--- src/rtl/booth_radix4_mul.sv ---
// Iterative radix-4 Booth multiplier for the RV32IM MUL/MULH/MULHSU/MULHU ops.
// One Booth step per cycle; each partial product is summed by a carry-lookahead adder.

module booth_cla #(
    parameter int N = 35
) (
    input  logic [N-1:0] i_a,
    input  logic [N-1:0] i_b,
    input  logic         i_cin,
    output logic [N-1:0] o_sum
);

    // 4-bit lookahead groups; each bit's carry is a sum-of-products of the group's g/p terms.
    always_comb begin : cla_tree
        logic [N-1:0] p;
        logic [N-1:0] g;
        logic [N-1:0] s;
        logic         grp_cin;
        logic         carry;
        logic         run_p;
        logic         c_k;
        logic         nxt;
        p       = i_a ^ i_b;
        g       = i_a & i_b;
        s       = '0;
        grp_cin = i_cin;
        carry   = 1'b0;
        run_p   = 1'b1;
        c_k     = 1'b0;
        nxt     = 1'b0;
        for (int base = 0; base < N; base += 4) begin
            for (int k = base; k < base + 4 && k < N; k++) begin
                carry = 1'b0;
                run_p = 1'b1;
                for (int t = k - 1; t >= base; t--) begin
                    carry = carry | (run_p & g[t]);
                    run_p = run_p & p[t];
                end
                c_k  = carry | (run_p & grp_cin);
                s[k] = p[k] ^ c_k;
                nxt  = g[k] | (p[k] & c_k);
            end
            grp_cin = nxt;
        end
        o_sum = s;
    end

endmodule

module booth_radix4_mul #(
    parameter int WIDTH = 32
) (
    input  logic                 clk,
    input  logic                 rst_n,
    input  logic                 start,
    input  logic [1:0]           op,
    input  logic [WIDTH-1:0]     rs1,
    input  logic [WIDTH-1:0]     rs2,
    input  logic                 kill,
    output logic                 busy,
    output logic                 done,
    output logic [WIDTH-1:0]     result,
    output logic [2*WIDTH-1:0]   product
);

    localparam int ITER = WIDTH / 2 + 1;
    localparam int CW   = $clog2(ITER);
    localparam int HW   = WIDTH + 3;
    localparam int LW   = WIDTH + 2;

    typedef enum logic [1:0] {S_IDLE, S_CALC, S_DONE} state_t;

    state_t                r_state;
    state_t                w_next_state;
    logic                  w_load;
    logic                  w_step;
    logic                  w_finish;

    logic [1:0]            r_op;
    logic [LW-1:0]         r_mcand;
    logic [HW-1:0]         r_acc_hi;
    logic [LW-1:0]         r_acc_lo;
    logic                  r_bm1;
    logic [CW-1:0]         r_cnt;
    logic [WIDTH-1:0]      r_result;
    logic [2*WIDTH-1:0]    r_product;

    logic                  w_sgn1;
    logic                  w_sgn2;
    logic [LW-1:0]         w_rs1_ext;
    logic [LW-1:0]         w_rs2_ext;
    logic [HW-1:0]         w_pp_mag;
    logic                  w_pp_neg;
    logic [HW-1:0]         w_cla_b;
    logic [HW-1:0]         w_sum;
    logic [HW-1:0]         w_new_hi;
    logic [LW-1:0]         w_new_lo;
    logic [2*WIDTH-1:0]    w_final_product;
    logic [WIDTH-1:0]      w_final_result;

    // rs1 is signed for MULH/MULHSU, rs2 only for MULH; two extra bits keep unsigned values positive.
    assign w_sgn1    = op[0] ^ op[1];
    assign w_sgn2    = (op == 2'b01);
    assign w_rs1_ext = {{2{w_sgn1 & rs1[WIDTH-1]}}, rs1};
    assign w_rs2_ext = {{2{w_sgn2 & rs2[WIDTH-1]}}, rs2};

    always_comb begin
        w_pp_mag = '0;
        w_pp_neg = 1'b0;
        case ({r_acc_lo[1:0], r_bm1})
            3'b001, 3'b010: w_pp_mag = {r_mcand[LW-1], r_mcand};
            3'b011:         w_pp_mag = {r_mcand, 1'b0};
            3'b100: begin
                w_pp_mag = {r_mcand, 1'b0};
                w_pp_neg = 1'b1;
            end
            3'b101, 3'b110: begin
                w_pp_mag = {r_mcand[LW-1], r_mcand};
                w_pp_neg = 1'b1;
            end
            default: ;
        endcase
    end

    // Subtraction reuses the adder: invert the partial product and inject the +1 as carry-in.
    assign w_cla_b = w_pp_neg ? ~w_pp_mag : w_pp_mag;

    booth_cla #(.N(HW)) u_cla (
        .i_a   (r_acc_hi),
        .i_b   (w_cla_b),
        .i_cin (w_pp_neg),
        .o_sum (w_sum)
    );

    assign w_new_hi        = {{2{w_sum[HW-1]}}, w_sum[HW-1:2]};
    assign w_new_lo        = {w_sum[1:0], r_acc_lo[LW-1:2]};
    assign w_final_product = {w_new_hi[WIDTH-3:0], w_new_lo};
    assign w_final_result  = (r_op == 2'b00) ? w_final_product[WIDTH-1:0]
                                             : w_final_product[2*WIDTH-1:WIDTH];

    always_comb begin
        w_next_state = r_state;
        w_load       = 1'b0;
        case (r_state)
            S_IDLE: begin
                if (start) begin
                    w_next_state = S_CALC;
                    w_load       = 1'b1;
                end
            end
            S_CALC: begin
                if (kill)
                    w_next_state = S_IDLE;
                else if (r_cnt == CW'(ITER - 1))
                    w_next_state = S_DONE;
            end
            S_DONE: begin
                if (kill) begin
                    w_next_state = S_IDLE;
                end else if (start) begin
                    w_next_state = S_CALC;
                    w_load       = 1'b1;
                end else begin
                    w_next_state = S_IDLE;
                end
            end
            default: w_next_state = S_IDLE;
        endcase
    end

    assign w_step   = (r_state == S_CALC) && !kill;
    assign w_finish = w_step && (r_cnt == CW'(ITER - 1));

    always_ff @(posedge clk or negedge rst_n) begin
        if (!rst_n)
            r_state <= S_IDLE;
        else
            r_state <= w_next_state;
    end

    always_ff @(posedge clk or negedge rst_n) begin
        if (!rst_n) begin
            r_op      <= 2'b00;
            r_mcand   <= '0;
            r_acc_hi  <= '0;
            r_acc_lo  <= '0;
            r_bm1     <= 1'b0;
            r_cnt     <= '0;
            r_result  <= '0;
            r_product <= '0;
        end else begin
            if (w_load) begin
                r_op     <= op;
                r_mcand  <= w_rs1_ext;
                r_acc_hi <= '0;
                r_acc_lo <= w_rs2_ext;
                r_bm1    <= 1'b0;
                r_cnt    <= '0;
            end else if (w_step) begin
                r_acc_hi <= w_new_hi;
                r_acc_lo <= w_new_lo;
                r_bm1    <= r_acc_lo[1];
                r_cnt    <= r_cnt + CW'(1);
            end
            if (w_finish) begin
                r_product <= w_final_product;
                r_result  <= w_final_result;
            end
        end
    end

    assign busy    = (r_state != S_IDLE);
    assign done    = (r_state == S_DONE);
    assign result  = r_result;
    assign product = r_product;

endmodule

--- config.mk ---
export PLATFORM = sky130hd
export DESIGN_NAME = booth_radix4_mul
export DESIGN_NICKNAME = d
export VERILOG_FILES = /design/src/rtl/booth_radix4_mul.sv
export SDC_FILE = /design/constraint.sdc
export NUM_CORES = 1
export LEC_CHECK = 0
export CAP_MARGIN = 0
export CORE_ASPECT_RATIO = 0.9
export CORE_MARGIN = 4
export CORE_UTILIZATION = 54
export CTS_CLUSTER_SIZE = 16
export DETAILED_ROUTE_END_ITERATION = 12
export GPL_ROUTABILITY_DRIVEN = 0
export PLACE_DENSITY = 0.81
export SLEW_MARGIN = 5
export SYNTH_ARGS = -nofsm -noshare
export SYNTH_HDL_FRONTEND = slang
export SYNTH_SLANG_ARGS = --single-unit
--- constraint.sdc ---
create_clock -name clk -period 10 [get_ports clk]
set_input_delay 1 -clock clk [delete_from_list [all_inputs] [get_ports clk]]
set_output_delay 1 -clock clk [all_outputs]
set_load 0.02 [all_outputs]
After elaboration in Yosys (flattened, before gate mapping)
Index checks and enable logic that the tools add are counted.
Storage, ports and cells
  register bits: 208
  latch bits: 0
  RAM bits: 0
  bits in read-only memories: 0
  bits of input ports: 70
  output and inout port bits: 98
  word-level logic and storage cells: 238
  memories: 0
Cells by class
  $add $sub $neg: 1
  multipliers: 0
  divide/modulo/power cells: 0
  $lt $le $gt $ge: 0
  equality and inequality tests: 12
  shift-type cells: 0
  multiplexer cells: 21
  bitwise logic cells: 184
  reductions and logical operators: 11
Operators by type and width (number)
  35-bit 2-to-1 mux: 3
  1-bit AND: 86
  35-bit case mux with 2 select lines: 1
  34-bit 2-to-1 mux: 2
  1-bit OR: 59
  1-bit bitwise XOR: 36
  35-bit inverter: 1
  35-bit bitwise XOR: 1
  34-bit AND: 1
  32-bit 2-to-1 mux: 1
  5-bit 2-to-1 mux: 2
  3-bit == test, second input constant: 3
  1-bit 2-to-1 mux: 7
  3-bit by 2-bit == test with 1-bit output, second input constant: 2
  2-bit 2-to-1 mux: 3
  2-bit case mux with 3 select lines: 1
  5-bit by 1-bit adder with 5-bit output, second input constant: 1
  5-bit == test, second input constant: 1
  2-bit by 1-bit == test with 1-bit output, second input constant: 2
  2-bit zero test: 2
  2-bit nonzero test: 2
  4-bit OR reduction: 1
  3-bit by 1-bit == test with 1-bit output, second input constant: 1
  3-bit != test, second input constant: 1
  8 further kinds: 9

Longest topological paths before layout
  depth after elaboration: 45
  depth in mapped cells: 39
  depth with buffers taken out: 38

Hierarchy
A second synthesis with hierarchy kept.
Unflattened totals
  cells, all modules: 922
  area, all modules: 10885.4 um2
By module, submodules not included
  booth_radix4_mul: instances 1, cells each 792, area each 9725.6 um2, seq. area each 5154.9 um2
  booth_cla: instances 1, cells each 130, area each 1159.9 um2, seq. area each 0.0 um2

Worst setup path after synthesis
No wires, ideal clock.
  kind: reg-to-reg
  start: register r_acc_lo[0]
  end: register r_acc_hi[30]
  library setup time: 0.121 ns
  arrival: 8.881 ns
  data required time: 9.879 ns
  slack: 0.998 ns
  cell stages (with the launch flop): 39
  buffers on the path: 2
  period minus slack after synthesis: 9.002 ns
  path through: dfrtp_1 inv_1 ha_1 clkbuf_1 clkbuf_1 a22oi_1 xor2_1 ha_1 nand3_1 o21ai_0 a21oi_1 fa_1 o21ai_0 a21oi_1 fa_1 o21ai_0 a21oi_1 fa_1 (+3 left out) fa_1 o21ai_0 a21oi_1 fa_1 o21ai_0 a21oi_1 fa_1 nand3b_1 nand2_1 a21oi_1 fa_1 nand3b_1 nand2_1 a21oi_1 fa_1 inv_1 fa_1 a22o_1
Between the ends
  longest elaborated chain between the ends: 43
  elaborated cells on any way between the ends: 98
  classes of those cells: 6 x eq/ne; 5 x mux; 84 x bitwise; 3 x reduce/logical
RTL lines
  from (decl): RTL line 82  | logic [LW-1:0] r_acc_lo;
  from (signal assigned): RTL line 196  | r_acc_lo <= w_rs2_ext;
  from (signal assigned): RTL line 201  | r_acc_lo <= w_new_lo;
  3-bit == test (tied with other cells): RTL line 110  | case ({r_acc_lo[1:0], r_bm1})
  4-bit OR reduction (no line) or 2-bit OR reduction (tied branches)
  35-bit case mux with 2 select lines: RTL line 110
  35-bit inverter: RTL line 126  | assign w_cla_b = w_pp_neg ? ~w_pp_mag : w_pp_mag;
  35-bit 2-to-1 mux: RTL line 126
  35-bit bitwise XOR or 34-bit AND (tied branches): RTL line 23, 24
  1-bit AND, on equally long branches: RTL line 36, 37
  1-bit OR (tied with other cells): RTL line 36  | carry = carry | (run_p & g[t]);
  (+27 left out)
  1-bit OR: RTL line 41  | nxt = g[k] | (p[k] & c_k);
  1-bit AND: RTL line 39  | c_k = carry | (run_p & grp_cin);
  1-bit OR: RTL line 39
  1-bit AND: RTL line 41
  1-bit OR: RTL line 41
  1-bit bitwise XOR *: RTL line 40  | s[k] = p[k] ^ c_k;
  35-bit 2-to-1 mux *: RTL line 199  | end else if (w_step) begin
  35-bit 2-to-1 mux *: RTL line 192  | if (w_load) begin
  to (signal assigned): RTL line 200  | r_acc_hi <= w_new_hi;
  to (decl): RTL line 81  | logic [HW-1:0] r_acc_hi;
Mark *: on every way between the ends. The rest lies on a longest branch, timed or not. The select of a mux whose other input is x is not followed.
A chain may end at the register's enable or synchronous reset.

Final worst setup path
Ends and elaborated chain as after synthesis.

==> run metrics <==
Skew-Pair Late Insertion Delay=0.50 ns; Tot GR Track Use=0.256; initial antenna violation count=2; Setup violations, final=0; Via density=5.59; Leak=5.70 nW; Worst VDD drop=143 uV; final hold viol count=0; CORE AREA=17,800 um^2; Syn Inst Count=998; Area Growth Syn to Fin=24.9%; Core Rows=46; Clock Sinks=206; setup bufs post-CTS=0; Synth area leaders=dfrtp_1, nand2_1, a22oi_1, ha_1, mux2_2; Setup CP Type=flip-flop to flip-flop; Hold WC Path Type=flip-flop to flip-flop; register area=5150 um^2; DR DRC count=0; first-pass GRT wire length=41.9 mm; drt wl/cell=18.5 um; CTS Hold Bufs=0; Seq/Total Area, Yosys=0.518; worst-path cell with the longest stage delay=fa_1; unrepaired setup endpoints after global routing=false; PostCTS Resize Cnt=0; Total Wirelength=25.7 mm; Die Wd=151 um; Post-synth EDFFs=0; sw frac=0.396; most frequent cells in the layout=nand2_1, dfrtp_1, clkdlybuf4s50_1, a22oi_1, o21ai_0; Starting Density=0.557; Final Cycle Share=0.929; Yosys Warn Count=0; Mapped Avg Cell Area=9.96 um^2; HPWL after DPL=17.3 mm; commonest non-fill, non-tap cell in the layout=nand2_1; CTS buffer count=22; Slew HR=0.213; sequential power share=0.330; P_sw=1.29 mW; Remaining Overflow, GRT=0; die area=20,700 um^2; most frequent CP cell=fa_1; Total Power=3.26 mW; share of layout cells above drive strength 1=0.0852; status=completed; post-synthesis cell area=9940 um^2; Reg clk slew, reported paths=0.06 ns; maximum capacitance violations=0; min cycle time layout=9.29 ns; Int Pwr=1.97 mW; number of global-route vias before repair=8,113; critical path endpoint category=flip-flop; max-slew violations=0; CTS Buffer Depth=3; Yosys cell types=40; Seq cells post-synth=206; Worst Path Max Fanout=33; Cell Pwr Density=262 nW/um^2; Logic pwr share=0.432; CTS tree=built; top cell type's share of synthesized area=0.518; clock share of power=0.238; final net count=1,255; Pre-antenna DRT Iters=4; Yosys top cell by area=dfrtp_1; area of the multi-input gates=4400 um^2; Highest Clock Rate=108 MHz; Critical Path Source Type=flip-flop; num ports=168; slowest stage delay, CP=0.46 ns; data arrival time of the worst path=9.67 ns; htree depth=1; Fillers=1,354; Req. time, crit path=10.38 ns; DRT iter0 DRCs=483; post-route antenna net violation count=0; Fin Setup TNS=0 ns; largest net degree at the start of global routing=124; worst slew pin tran=1.18 ns; syn nets=1,117; top_reg_cell synth=dfrtp_1; Layout Skew=0.0125 ns; Async SR Flop Fraction=1.00; die height=137 um; vias post-DR=7,780; # port buffers=167; Root Driver=clkbuf_16
metal layers:
layer / track usage / share of wire / up-vias
met5: 0 / 0 / -
met1: 0.332 / 0.40 / 3848
met2: 0.424 / 0.49 / 246
met4: 0.101 / 0.040 / 0
met3: 0.0536 / 0.062 / 65
li1: - / - / 3621
final timing paths:
path | start | to | slack, ns | depth (start not counted)
max | r_acc_lo[0] | r_acc_hi[30] | 0.71 | 37
min | product[29] | product[29] | 0.47 | 2
max reg2reg | r_acc_lo[0] | r_acc_hi[30] | 0.71 | 37
min reg2reg | product[29] | product[29] | 0.47 | 2
max in group asynchronous | rst_n | r_mcand[23] | 7.51 | 3
min in group asynchronous | rst_n | product[11] | 0.55 | 1
flip-flops by register name (all words and copies together), names as in the netlist:
name and flops:
product 64, r_state 2, r_acc_hi 33, r_mcand 33
r_acc_lo 34, result 32, r_bm1 1, r_cnt 5
r_op 2
power groups by stage:
stage	sequential, mW	clock, mW	combinational [mW]
after global routing	1.09	0.824	1.58
after floorplan	1.04	0	0.991
final	1.07	0.774	1.41
after CTS	1.07	0.792	1.42
after detailed placement	1.08	0	1.40
after global placement	1.08	0	1.36
area by class of cell:
| class | instances | area share |
|---|---|---|
| flip-flops and latches | 206 | 0.415 |
| multi-input cells | 696 | 0.354 |
| repair buffers | 178 | 0.142 |
| clock buffers | 37 | 0.0546 |
| well taps | 240 | 0.0242 |
| inverters | 32 | 0.00967 |
| clock inverters | 1 | 0.000403 |
| diodes | 2 | 0.000403 |
kinds of logic after synthesis:
kind of cell | after synthesis | share of synthesized area
xor+xnor | 56 | 0.0493
compound gates | 199 | 0.129
mux | 38 | 0.0432
flops | 206 | 0.518
fa+ha+maj | 49 | 0.0737
buf+inv | 96 | 0.0439
simple gates | 354 | 0.143
stage by stage:
stage | hold WS (ns) | std cells | setup WS, ns | area (um^2) | util
2_1_floorplan | 0.450 | 998 | 0.998 | 9940 | -
3_3_place_gp | 0.459 | 1352 | 0.670 | 11700 | 0.657
6_report | 0.469 | 1392 | 0.708 | 12400 | 0.696
4_1_cts | 0.476 | 1390 | 0.184 | 12400 | 0.696
5_1_grt | 0.492 | 1392 | 0.105 | 12400 | 0.696
3_5_place_dp | 0.461 | 1352 | 0.314 | 11700 | 0.657
Yosys cell counts, types with 13 or more instances:
| cell | count |
|---|---|
| nand2_1 | 276 |
| dfrtp_1 | 206 |
| a22oi_1 | 64 |
| o21ai_0 | 55 |
| nor2_1 | 48 |
| a21oi_1 | 44 |
| mux2_2 | 35 |
| ha_1 | 33 |
| inv_1 | 31 |
| xor2_1 | 31 |
| buf_2 | 28 |
| clkbuf_1 | 27 |
| xnor2_1 | 25 |
| fa_1 | 16 |
| nand3_1 | 13 |
critical path: cells and delay by family, from the launching register on:
family | cells | cell delay, ns
AO/OA/AOI/OAI | 15 | 2.59
XOR/XNOR | 1 | 0.11
adder cells (fa/ha/maj) | 11 | 4.54
buffers and inverters | 2 | 0.20
flip-flops | 1 | 0.40
multiplexers | 1 | 0.42
AND/OR/NAND/NOR | 7 | 0.92
Power figures use the tool's default switching activity.
